<file path="src/rtl/mem_access_stage.sv">
// MEM pipeline stage: negedge-clocked req/ack handshake to a variable-latency data memory,
// stall generation and MEM/WB payload register. Optional macro MEM_TIMEOUT_EN adds a WAIT timeout abort.
module mem_access_stage #(
  parameter int DATA_W         = 32,
  parameter int REG_W          = 4,
  parameter int TIMEOUT_CYCLES = 15
) (
  input  logic              clk,
  input  logic              rst,
  input  logic              MemToReg_in,
  input  logic              MemRead_in,
  input  logic              MemWrite_in,
  input  logic              RegWrite_in,
  input  logic [DATA_W-1:0] alu_in,
  input  logic [DATA_W-1:0] RD3_in,
  input  logic [REG_W-1:0]  RR3_in,
  output logic              stall,
  output logic              mem_req,
  output logic              mem_we,
  output logic [DATA_W-1:0] mem_addr,
  output logic [DATA_W-1:0] mem_wdata,
  input  logic              mem_ack,
  input  logic [DATA_W-1:0] mem_rdata,
  output logic              RegWrite_wb,
  output logic [DATA_W-1:0] wb_data,
  output logic [REG_W-1:0]  RR3_wb,
  output logic              mem_err
);

  localparam logic [0:0] ST_IDLE = 1'b0;
  localparam logic [0:0] ST_WAIT = 1'b1;

  logic [0:0]        r_state;
  logic              r_memReq;
  logic              r_memWe;
  logic [DATA_W-1:0] r_memAddr;
  logic [DATA_W-1:0] r_memWdata;
  logic              r_regWriteWb;
  logic [DATA_W-1:0] r_wbData;
  logic [REG_W-1:0]  r_rr3Wb;
  logic              r_memErr;
  logic              r_latRegWrite;
  logic              r_latMemToReg;
  logic [REG_W-1:0]  r_latRr3;

  logic              w_access;
  logic              w_misaligned;
  logic              w_timeout;

  assign w_access     = MemRead_in | MemWrite_in;
  assign w_misaligned = w_access & (alu_in[1:0] != 2'b00);

`ifdef MEM_TIMEOUT_EN
  // Counts WAIT edges without ack; zero on the first WAIT edge, so expiry lands on edge TIMEOUT_CYCLES.
  localparam int CNT_W = (TIMEOUT_CYCLES > 1) ? $clog2(TIMEOUT_CYCLES) : 1;

  logic [CNT_W-1:0] r_tmoCnt;

  assign w_timeout = (r_state == ST_WAIT) & ~mem_ack &
                     (r_tmoCnt == CNT_W'(TIMEOUT_CYCLES - 1));

  always_ff @(negedge clk or negedge rst) begin
    if (!rst) begin
      r_tmoCnt <= '0;
    end else if (r_state == ST_IDLE) begin
      r_tmoCnt <= '0;
    end else if (!mem_ack && !w_timeout) begin
      r_tmoCnt <= r_tmoCnt + 1'b1;
    end
  end
`else
  logic [31:0] w_unusedTimeout;

  assign w_unusedTimeout = 32'(TIMEOUT_CYCLES);
  assign w_timeout       = 1'b0;
`endif

  // Low on the ack (or abort) edge so EX/MEM advances on the same edge the access retires.
  assign stall = ((r_state == ST_IDLE) & w_access & ~w_misaligned) |
                 ((r_state == ST_WAIT) & ~mem_ack & ~w_timeout);

  always_ff @(negedge clk or negedge rst) begin
    if (!rst) begin
      r_state       <= ST_IDLE;
      r_memReq      <= 1'b0;
      r_memWe       <= 1'b0;
      r_memAddr     <= '0;
      r_memWdata    <= '0;
      r_regWriteWb  <= 1'b0;
      r_wbData      <= '0;
      r_rr3Wb       <= '0;
      r_memErr      <= 1'b0;
      r_latRegWrite <= 1'b0;
      r_latMemToReg <= 1'b0;
      r_latRr3      <= '0;
    end else begin
      case (r_state)
        ST_IDLE: begin
          if (!w_access) begin
            r_regWriteWb <= RegWrite_in;
            r_wbData     <= alu_in;
            r_rr3Wb      <= RR3_in;
          end else if (w_misaligned) begin
            r_regWriteWb <= 1'b0;
            r_memErr     <= 1'b1;
          end else begin
            r_state       <= ST_WAIT;
            r_memReq      <= 1'b1;
            r_memWe       <= MemWrite_in;
            r_memAddr     <= alu_in;
            r_memWdata    <= RD3_in;
            r_latRegWrite <= RegWrite_in;
            r_latMemToReg <= MemToReg_in;
            r_latRr3      <= RR3_in;
            r_regWriteWb  <= 1'b0;
          end
        end
        default: begin
          if (mem_ack) begin
            r_state      <= ST_IDLE;
            r_memReq     <= 1'b0;
            r_regWriteWb <= r_latRegWrite;
            r_rr3Wb      <= r_latRr3;
            r_wbData     <= r_latMemToReg ? mem_rdata : r_memAddr;
          end else if (w_timeout) begin
            r_state      <= ST_IDLE;
            r_memReq     <= 1'b0;
            r_memErr     <= 1'b1;
            r_regWriteWb <= 1'b0;
          end else begin
            r_regWriteWb <= 1'b0;
          end
        end
      endcase
    end
  end

  assign mem_req     = r_memReq;
  assign mem_we      = r_memWe;
  assign mem_addr    = r_memAddr;
  assign mem_wdata   = r_memWdata;
  assign RegWrite_wb = r_regWriteWb;
  assign wb_data     = r_wbData;
  assign RR3_wb      = r_rr3Wb;
  assign mem_err     = r_memErr;

endmodule
</file>
<file path="config.mk">
export PLATFORM = sky130hd
export DESIGN_NAME = mem_access_stage
export DESIGN_NICKNAME = d
export VERILOG_FILES = /design/src/rtl/mem_access_stage.sv
export SDC_FILE = /design/constraint.sdc
export NUM_CORES = 1
export LEC_CHECK = 0
export CORE_MARGIN = 5
export CORE_UTILIZATION = 45
export DETAILED_ROUTE_END_ITERATION = 8
export PLACE_DENSITY = 0.86
export SYNTH_ARGS = -nofsm -noshare
export SYNTH_HDL_FRONTEND = slang
export SYNTH_SLANG_ARGS = --single-unit
export TNS_END_PERCENT = 100
</file>
<file path="constraint.sdc">
create_clock -name clk -period 4.1 [get_ports clk]
set_input_delay 1.025 -clock clk [delete_from_list [all_inputs] [get_ports clk]]
set_output_delay 1.025 -clock clk [all_outputs]
set_load 0.05 [all_outputs]
</file>
Yosys cells after proc, flatten, opt, wreduce, memory -nomap -nowiden
Index checks and enable logic that the tools add are counted.
{"block": "classes", "eq_ne": 3, "muxes": 18, "bitwise_logic": 9, "reduce_logical": 6}
{"operator": "$mux 32", "n": 4}
{"operator": "$mux 4", "n": 3}
{"operator": "$mux 1", "n": 11}
{"operator": "$reduce_and 3->1", "n": 3}
{"operator": "$ne 2x2->1 const B", "n": 3}
{"operator": "$and 1x1->1", "n": 4}
{"operator": "$reduce_bool 2->1", "n": 2}
{"operator": "$not 1->1", "n": 3}
{"operator": "$or 1x1->1", "n": 2}
{"operator": "$reduce_and 2->1", "n": 1}
{"block": "word_totals", "ff_bits": 111, "input_bits": 107, "out_inout_bits": 105, "word_cells": 48}

Logic depth before layout (Yosys ltp)
Gate-level depths: netlist of the first run.
{"block": "logic_depth", "ltp_word": 5, "mapped_depth": 5, "mapped_depth_nobuf": 3}

==> metrics, run 1 <==
status finished with violations; failing checks setup timing; worst min path class flip-flop to flip-flop; top-count cell post-synth dfrtn_1; Starting Density 45.6%; number of enable flip-flop cells after synthesis 0; final weighted congestion of routability-driven global placement 0.777; worst path cell trace nor4_4 > buf_12 > buf_8 > a21o_4 > buf_12; CP Launch Point r_state$_DFF_NN0_; CP startpoint kind flip-flop; CTS clk-pin slew, worst paths around 0.07 ns; syn avg cell area around 14 sq um; global-route wire length before repair between 20,000 and 30,000 um; Layout Nets slightly below 700; ranking of synthesized cells by area dfrtn_1 60%, mux2_1 17%, mux2i_1 9.4%; PortBufs about 210; Synth Register Bits between 100 and 150; Layout area overhead 88.9%; Critical Path Max Stage Delay around 0.47 ns; largest net degree at the start of global routing 38; Pwr Total 5.07 mW; 1st-iter DRT viols around 200; Routed Antenna Nets 0; GRT Resource Usage Total 27.2%; Synth area leader dfrtn_1; Post-route DRC 0; PnR worst setup slack -0.403 ns; DPL Wire Length between 10,000 and 15,000 um; Static Leak ~4.0 nW; Hold Worst Slack around 0.44 ns; Primary FF master, synth dfrtn_1; final setup violation count 67; H-Tree Depth 3; RSZ-0062 raised after global routing yes; Hold Fails Final Rpt 0; drt total wl roughly 17,000 um; Maximum Capacitance Violations 0; Synthesized Nets between 400 and 500; Setup CP Type flip-flop to output port; Mapped Cells 326; initial antenna violation count 0; die area approximately 13,000 sq um; Worst EP required between 3 and 4 ns; CTS Buf Count 9; Num Clock Sinks 111; Syn Std Cell Area around 4700 sq um; layout cells sized above 1 33.3%; io pins ~210; first drt pass iteration count 5; Commonest cells post-synth 111 x dfrtn_1, 69 x mux2_1, 44 x mux2i_1; CP dominant cell by count buf_12; Cell Area, Placed ~8000 sq um; Die Ht ~110 um; Clock Latency Late Sink around 0.34 ns; worst vdd ir 0.342 mV; critical path arrival 3.48 ns; Async SR Flop Fraction 100%; vias in the first global route between 4,000 and 5,000; Slew Limit Fails 0; crit path capture type output port; detail-routed net length per standard cell between 20 and 25 um; FP Rows 37; Slew headroom about two thirds; Core Region a little over 10,000 sq um; Die X between 100 and 150 um; post-synth top area share 59.5%; synth unique cells 19; Pwr Density ~580 nW/um^2; Final Skew around 0.011 ns; YS warnings 0; sequential area share after synthesis between 50% and 60%; FF-to-FF Start r_latMemToReg$_DFFE_NN0P_; slew at the pin closest to its max-slew limit a little under 0.5 ns; hold path start r_latRr3[0]$_DFFE_NN0P_; vias per std cell between 5 and 6; Worst Path Max Fanout 2; CTS Buffer Depth 2; grt total ovfl 0; CP max-delay cell dfrtn_1; root buffer cell clkbuf_8; ant diodes 0; total number of vias 3,871; Finished Cell Area just under 9000 sq um; pre-CTS WS -0.684 ns; CTS tree built
==> per-layer routing <==
metal	GRT usage [%]	part of all wire [%]	vias to the layer above
met2	48.1	54	174
met3	8.59	7.8	35
met5	0	0	-
met1	30.7	35	1962
li1	-	-	1700
met4	10.3	3.2	0
==> critical path: cells and delay by family (launching register included) <==
family          cells  cell delay, ns
simple gates        1            0.06
buf+inv             3            0.37
compound gates      1            0.18
flops               1            0.47
==> path summary, 6_finish.rpt <==
check	slack, ns	end	depth (start not counted)
setup / recovery	-0.40	stall	5
setup reg to reg	2.12	wb_data[11]$_DFFE_NN0P_	4
hold reg to reg	0.44	r_latRr3[0]$_DFFE_NN0P_	1
min in group asynchronous	2.52	mem_addr[30]$_DFFE_NN0P_	1
max in group asynchronous	1.02	mem_addr[4]$_DFFE_NN0P_	2
hold / removal	0.44	r_latRr3[0]$_DFFE_NN0P_	1
==> area by class of cell <==
cell class,count,area [sq um]
clock inverters,6,43.8
well taps,136,170
clock buffers,10,138
repair buffers,267,3860
fillers,470,1420
flip-flops and latches,111,2780
multi-input cells,190,1810
inverters,2,7.51
==> through the flow <==
step / utilization [%] / setup TNS (ns) / instances
2_1_floorplan: - / -3.80 / 326
4_1_cts: 84.9 / -13.25 / 706
5_1_grt: 86.1 / -16.74 / 722
3_3_place_gp: 80.4 / -63.22 / 676
6_report: 86.1 / -13.61 / 722
3_5_place_dp: 80.4 / -64.68 / 676
==> state kept, by name, summed over array words and instances (netlist names) <==
signal / flops
mem_addr: 32
mem_wdata: 32
wb_data: 32
RR3_wb: 4
r_latRr3: 4
RegWrite_wb: 1
mem_err: 1
mem_req: 1
mem_we: 1
r_latMemToReg: 1
r_latRegWrite: 1
r_state: 1
==> timing repair <==
action / in CTS / in global routing
pin swaps: 1 / 0
cloned: 6 / 0
endpoints found under the setup margin: 103 / 97
buffers inserted: 8 / 16
hold buffers: 0 / 0
resized for setup: 31 / 2
==> placed cells by master (no fill, tap or decap), types with 3 or more instances in the layout <==
cell	instances
mux2_4	5
clkdlybuf4s50_1	100
a221o_1	32
buf_16	3
buf_12	115
dfrtn_1	111
mux2_1	62
nor2_1	33
buf_4	40
mux2i_1	44
clkbuf_8	10
bufbuf_16	4
==> where the power goes <==
group / leakage (nW) / switching [mW] / internal [mW]
Sequential: 1.33 / 0.324 / 1.38
Combinational: 2.53 / 1.34 / 1.39
Clock: 0.0930 / 0.388 / 0.242
Total: 3.95 / 2.05 / 3.01
==> cell families after synthesis <==
group	Yosys count	share of synthesized area (%)
AO/OA/AOI/OAI	38	7.83
buffers and inverters	25	2.79
flip-flops	111	59.5
multiplexers	113	26.1
AND/OR/NAND/NOR	39	3.73
Note: power is estimated with default switching activity, not from simulation.
==> run 2, diff against run 1 <==
SKIP_CTS_REPAIR_TIMING = 1   (was unset)
==> metrics, run 2 (synthesis results as in run 1) <==
status finished with violations; failing checks setup timing; CP dominant cell by count buf_12; Die Ht about 110 um; critical path arrival 3.49 ns; Reg power frac approximately 34%; CTS tree built; Clock Power Share roughly 12%; drt total wl ~16,000 um; GRT Resource Usage Total between 20% and 30%; Worst Path Max Fanout 4; switching share of power between 40% and 50%; Hold Fails Final Rpt 0; die area 12,500 sq um; Clock Latency Late Sink around 0.34 ns; fin cells 714; CTS Buffer Depth 2; Layout area overhead 86.6%; total number of vias around 3,800; reg2reg path depth 4; PortBufs between 200 and 250; DPL Wire Length 11,700 um; CP startpoint kind flip-flop; 1st-iter DRT viols ~160; Pwr Density 575 nW/um^2; largest net degree at the start of global routing 38; WHS Path Cells 1; Layout Nets a little under 700; CP delay by family, top flip-flops; CP max-delay cell dfrtn_1; root buffer cell clkbuf_8; hold endpoint r_latRr3[0]$_DFFE_NN0P_; hold path start r_latRr3[0]$_DFFE_NN0P_; Critical Path Max Stage Delay ~0.47 ns; P_sw between 2 and 2.5 mW; flop2flop setup slack 2.12 ns; vias per std cell approximately 5.3; H-Tree Depth 3; detail-routed net length per standard cell 22.3 um; Static Leak about 4 nW; Starting Density a little under half; RSZ-0062 raised after global routing yes; CTS Buf Count 9; Core Region about 10,000 sq um; Finished Core Util 85.1%; Die X ~110 um; Final Skew around 0.0088 ns; vias in the first global route around 4,300; Post-route DRC 0; first drt pass iteration count 4; grt total ovfl 0; Maximum Capacitance Violations 0; Worst EP required between 3 and 4 ns; global-route wire length before repair between 20,000 and 25,000 um; ant diodes 0; Slew headroom 66.1%; Critical R2R Capture wb_data[7]$_DFFE_NN0P_; layout cells sized above 1 about a third; FF-to-FF Start r_latMemToReg$_DFFE_NN0P_; Comb pwr share between 50% and 60%; crit path capture type output port; worst path cell trace nor4_4 > buf_12 > buf_8 > a21o_4 > buf_12; io pins about 210; final setup violation count 57; final weighted congestion of routability-driven global placement roughly 0.78; Setup CP Type flip-flop to output port; initial antenna violation count 0; worst min path class flip-flop to flip-flop; Cells after DPL 676; Int Power 2.98 mW; Routed Antenna Nets 0; Num Clock Sinks approximately 110; FP Rows 37; slew at the pin closest to its max-slew limit a little over 0.5 ns; CTS clk-pin slew, worst paths 0.07 ns; worst vdd ir ~0.34 mV; PnR worst setup slack -0.413 ns; WP buf/inv 3; most common cell after layout, fill and taps aside buf_12; Slew Limit Fails 0; most frequent cells in the layout 113 x buf_12, 111 x dfrtn_1, 100 x clkdlybuf4s50_1
-- run 2: final cells by class --
| cell class | instances | area, sq um |
|---|---|---|
| clock inverter | 6 | 43.8 |
| sequential | 111 | 2780 |
| tap | 136 | 170 |
| timing repair buffer | 259 | 3740 |
| clock buffer | 10 | 138 |
| multi-input combinational | 190 | 1820 |
| inverter | 2 | 7.51 |
| fill | 498 | 1530 |
-- run 2: power by group through the flow --
stage	Clock [mW]	Sequential [mW]	Combinational, mW
floorplan	0	2.43	0.392
global placement	0	1.70	2.56
detailed placement	0	1.73	2.62
CTS	0.633	1.71	2.63
global route	0.680	1.74	2.77
finish	0.620	1.71	2.68
-- run 2: how the worst max path moves through the flow --
stage | start | endpoint | cells after the start
finish | r_state$_DFF_NN0_ | stall | 5
global route | r_state$_DFF_NN0_ | stall | 5
CTS | r_state$_DFF_NN0_ | stall | 5
detailed placement | alu_in[1] | mem_wdata[21]$_DFFE_NN0P_ | 5
global placement | alu_in[1] | mem_wdata[5]$_DFFE_NN0P_ | 5
floorplan | r_state$_DFF_NN0_ | stall | 4
-- run 2: through the flow --
step                worst slack (ns)  area, sq um  hold slack, ns  power (mW)  setup TNS (ns)
floorplan                    -0.0943         4700           0.419        2.82           -3.80
global placement              -0.637         8220           0.427        4.26          -63.22
detailed placement            -0.684         8220           0.440        4.35          -64.68
CTS                           -0.588         8400           0.441        4.97          -26.49
global route                  -0.486         8700           0.456        5.19          -16.04
finish                        -0.413         8700           0.437        5.01          -12.08
-- run 2: worst reg2reg max path, cell delays in order (launching register included) --
cell and delay, ns:
dfrtn_1 0.66, buf_4 0.52, mux2i_1 0.29, nor2_1 0.06
a221o_1 0.28
-- run 2: per-layer routing --
layer  part of all wire [%]  global-route usage (%)  vias to the layer above
met5                      0                       0                        -
met3                    7.0                    7.93                       31
met2                     54                    42.3                      160
li1                       -                       -                     1684
met4                    3.2                    9.98                        0
met1                     36                    28.3                     1934
==> RTL edit 1 (flow settings as in run 2) <==
Set the parameter `REG_W` to 3 (it was 4).
--- a/src/rtl/mem_access_stage.sv
+++ b/src/rtl/mem_access_stage.sv
@@ -4,3 +4,3 @@
   parameter int DATA_W         = 32,
-  parameter int REG_W          = 4,
+  parameter int REG_W          = 3,
   parameter int TIMEOUT_CYCLES = 15
Ports: changed (resized RR3_in and RR3_wb); port bits go from 212 to 210. No check against the original RTL was run, so the function may have changed too.
==> RTL edit 1 against run 2 <==
The flow still finishes with violations (negative setup slack); final area is 1.6% lower; sequential share of layout area shrank 0.071 points; area after synthesis is 2.3% lower; total power shrank 0.28%; sequential cell count decreased by 2; clock power grew 0.6%; worst setup slack lost 50 ps; wire length grew 0.91%; count of clock-buffer cells in the layout is 1 higher; synthesized cell count shrank 2.1%; cell count fell by 2.2%; critical path type unchanged.
==> RTL edit 1: results (changes against run 2) <==
Status
  – Result of the run: finished, violations left
  – Failing checks: negative setup slack

Critical path
  – Critical Path Fanout Max: 7 (+3)
  – Slack of the worst reg-to-reg path: 1720 ps (-400 ps)
  – Critical path data arrival time: 3540 ps (+50 ps)
  – Crit-path leading delay family: flip-flops
  – Endpoint of the most critical register-to-register path: wb_data[11]
  – Logic depth of the worst register-to-register path: 4 (unchanged)

Global routing
  – Number of global-route vias before repair: 4222 (-1.1%)
  – Total global routing track utilization: 24.1% (-0.48 points)
  – Global-route wire length before repair: 23.7 mm (-3.1%)
  – Met2 usage: 43.2% (+0.84 points)
  – Maximum number of pins on one net before global-route repair: 36 (-5.3%)
  – Routing usage on met3: 6.71% (-1.2 points)
  – Initial antenna violation count: 0 (unchanged)
  – M1 GR Usage: 27.4% (-0.91 points)

Finish
  – Area occupied by registers: 2730 µm² (-1.8%)
  – Filler cell count in the final layout: 465 (-6.6%)
  – Post-route insts no fill: 698 (-2.2%)
  – Total Nets Final: 667 (-1.9%)
  – Antenna fix cells: 0 (unchanged)
  – Share of cells above drive strength 1: 41.9% (+9.2 points)

Detailed routing
  – Top metal layer carrying routed signals: met4
  – Detailed-route wire length on metal 1: 5.89 mm (+2.4%)
  – Sum of met2 wire segment lengths after detailed routing: 8.75 mm (+2.3%)
  – Starting DRT DRC Count: 174 (+7.4%)
  – Routed wirelength normalized by instance count: 23.0 µm (+3.2%)
  – Via-to-Cell Ratio: 5.49 (+2.9%)
  – Routed met3 length: 1.07 mm (-4.3%)

Logic synthesis
  – Top cells by area, synth: dfrtn_1 (60%), mux2_2 (15%), mux2i_1 (9.0%)
  – Share of synthesized area occupied by flip-flops and latches: 59.8% (+0.28 points)
  – Fraction of registers with async set/reset: 100% (unchanged)
  – Top cells by count, synth: dfrtn_1 (109), mux2_2 (62), mux2i_1 (41), nor2_1 (33), a221o_1 (32)
  – Library cell with the largest summed area after synthesis: dfrtn_1
  – Synthesized net count: 425 (-1.8%)
  – Post-Synthesis Mean Instance Area: 14.3 µm² (-0.11%)

Clocking
  – Root buffer selected by CTS: clkbuf_8
  – Worst-case clock buffer depth: 2 (unchanged)
  – Clock-pin slew on the worst setup and hold paths: 60 ps
  – Insertion delay of the later-clocked pin in the worst-skew pair: 340 ps (about the same)

Place
  – Setup slack after placement: -756 ps (-71.7 ps)
  – Cell area reported after detailed placement: 8040 µm² (-2.2%)
  – Final Wtd Congestion: 0.793 (+2.1%)
  – DPL Wire Length: 11.3 mm (-3.6%)
  – Port Buffers: 209 (-0.95%)
  – Total instance count after detailed placement: 664 (-1.8%)

Hold path
  – Hold path endpoint: r_latRr3[1]
  – Startpoint of the worst hold path: r_latRr3[1]

Timing
  – Worst Hold Slack: 476 ps (+39.3 ps)
  – Final total negative setup slack: -624 ps (+11460 ps)
  – Final number of setup-violating endpoints: 22 (-61%)
  – Worst Slack Setup Final: -463 ps (-49.8 ps)
  – Rel. slew slack: 31.9% (-34 points)
  – Final clock skew: 8.01 ps (-0.839 ps)

Pwr
  – VDD IR-drop max: 327 µV (-4.2%)
  – Leakage power: 3.84 nW (-1.5%)
RTL edit 1: changes by cell type after synthesis, sizes merged:
cell,change
mux2i,-3
mux2,-1
dfrtn,-2
buf,-1
RTL edit 1: cell families (layout without fill, tap and decap cells):
family | Yosys count | after routing | synth area share (%)
simple gates | 39 | 39 | 4.03
mux | 109 | 109 | 25.8
buf+inv | 24 | 269 | 2.33
compound gates | 38 | 39 | 8.01
flops | 109 | 109 | 59.8
RTL edit 1: power breakdown:
group	internal (mW)	switching [mW]	total [mW]	leakage, nW
clock	0.255	0.369	0.624	0.0880
sequential	1.36	0.339	1.70	1.31
combinational	1.38	1.29	2.67	2.45
RTL edit 1: layout make-up:
type | count | share of cell area (%)
Timing Repair Buffer | 252 | 42.2
Sequential cell | 109 | 31.8
Multi-Input combinational cell | 187 | 21.7
Tap cell | 133 | 1.94
Clock buffer | 11 | 1.77
Clock inverter | 4 | 0.380
Inverter | 2 | 0.0877
==> RTL edit 2 (settings of run 2) <==
Made on the original files. Build with the macro `MEM_TIMEOUT_EN` defined.
--- a/src/rtl/mem_access_stage.sv
+++ b/src/rtl/mem_access_stage.sv
@@ -2,2 +2,4 @@
 // stall generation and MEM/WB payload register. Optional macro MEM_TIMEOUT_EN adds a WAIT timeout abort.
+`define MEM_TIMEOUT_EN
+
 module mem_access_stage #(
Function: no difference found for any inputs over 4 cycles, from zero or initial values and one cycle with rst low; that may be too few to reach the edited logic, so the function may still have changed.
==> RTL edit 2 against run 2 <==
The run still ends with negative setup slack left; highest routed layer unchanged; register-to-register slack got worse by 150 ps; clock power increased to 2.6 times the old value; total power rose by 24%; sequential power is 4% higher; largest power group unchanged; worst setup slack worse by 320 ps; final area rose by 10%; via count is 18% higher; synthesized cell count up 8.6%; wire length rose by 28%; sequential cell count increased by 4; combinational power up 4%; area after synthesis is 5.3% higher.
==> RTL edit 2: results (changes against run 2) <==
Pwr
  – Relative contribution of sequential cells to total power: 28.5% (-5.6 points)
  – Leakage power: 4.30 nW (+10%)
  – Portion of total power attributed to the clock network: 26.1% (+14 points)
  – Total power draw: 6.19 mW (+24%)
  – VDD IR-drop max: 534 µV (+56%)
  – Switching component of the power: 2.24 mW (+10%)

Timing
  – Final number of setup-violating endpoints: 139 (+140%)
  – Worst Hold Slack: 439 ps (+2.09 ps)
  – Final total negative setup slack: -8370 ps (+3720 ps)
  – Worst Slack Setup Final: -733 ps (-320 ps)
  – Rel. slew slack: 45.3% (-21 points)
  – Final clock skew: 5.55 ps (-3.29 ps)

Status
  – Failing checks: negative setup slack
  – Result of the run: finished, violations left

Global routing
  – Number of global-route vias before repair: 4847 (+14%)
  – Global-route wire length before repair: 28.2 mm (+15%)
  – M1 GR Usage: 32.0% (+3.7 points)
  – Maximum number of pins on one net before global-route repair: 53 (+39%)
  – Total global routing track utilization: 28.9% (+4.4 points)
  – Routing usage on met3: 10.1% (+2.2 points)
  – Met2 usage: 49.5% (+7.2 points)

Place
  – Final Wtd Congestion: 0.787 (+1.4%)
  – Total instance count after detailed placement: 717 (+6.1%)
  – Setup slack after placement: -741 ps (-56.4 ps)
  – DPL Wire Length: 12.4 mm (+5.8%)

Finish
  – Signed area change from the synthesized netlist to the final layout: 94.8%
  – Share of cells above drive strength 1: 42.8% (+10 points)
  – Post-route insts no fill: 794 (+11%)

Hold path
  – WHS Path Cells: 1 (unchanged)
  – Startpoint of the worst hold path: r_latRegWrite

Logic synthesis
  – Area share of xor/xnor cells in the synthesized design: 0.178% (+0.18 points)
  – Top cells by area, synth: dfrtn_1 (59%), mux2_1 (13%), mux2i_1 (6.5%)
  – Adder-cell share of the synthesized area: 0.509% (+0.51 points)
  – Proportion of synthesized area in mux cells: 22.3% (-3.8 points)
  – Top cells by count, synth: dfrtn_1 (115), mux2_1 (55), mux2i_1 (32), nand2_1 (29), o221a_2 (26)
  – Post-Synthesis Mean Instance Area: 13.9 µm² (-3.0%)
  – Fraction of registers with async set/reset: 100% (unchanged)
  – Fraction of the mapped netlist area in compound gates: 9.98% (+2.1 points)
  – Synthesized net count: 463 (+6.9%)
  – Share of synthesized area occupied by flip-flops and latches: 58.6% (-0.98 points)

Critical path
  – Slack of the worst reg-to-reg path: 1970 ps (-150 ps)
  – Endpoint of the most critical register-to-register path: wb_data[28]
  – Slowest Stage Delay on Critical Path: 400 ps (-70 ps)
  – Critical path data arrival time: 3810 ps (+320 ps)

Detailed routing
  – Final routed wirelength across all metal layers: 20.4 mm (+28%)
  – Sum of met2 wire segment lengths after detailed routing: 10.6 mm (+24%)
  – Drt pass-1 iters: 5 (+1)
  – Routed met3 length: 1.83 mm (+63%)
  – Detailed-route wire length on metal 1: 7.10 mm (+23%)
  – Starting DRT DRC Count: 350 (+120%)

Clocking
  – Insertion delay of the later-clocked pin in the worst-skew pair: 460 ps (+120 ps)
  – Inserted Clock Buffers: 17 (+8)
[RTL edit 2: cell count changes after synthesis, sizes merged, moves of 3 or more]
cell           run 2  this run
a211oi             0         5
a21o               3         0
a221o             32         6
buf               16        21
clkbuf             7         4
dfrtn            111       115
inv                2         5
mux2i             44        32
nand2              1        30
nor2              34        13
o221a              0        26
o22ai              0         4
[RTL edit 2: cell type report]
type	count	area share (%)
repair buffers	293	40.9
clock inverters	11	1.88
clock buffers	21	4.80
inverters	5	0.196
multi-input cells	209	20.3
flip-flops and latches	115	30.1
well taps	140	1.83
[RTL edit 2: worst max path at each step]
| stage | slack, ps | cells past startpoint | start | endpoint |
|---|---|---|---|---|
| floorplan | -150 | 4 | r_state | stall |
| global placement | -680 | 5 | alu_in[1] | mem_wdata[14] |
| detailed placement | -740 | 5 | alu_in[1] | mem_wdata[9] |
| CTS | -820 | 5 | r_state | stall |
| global route | -750 | 5 | r_state | stall |
| finish | -730 | 5 | r_state | stall |
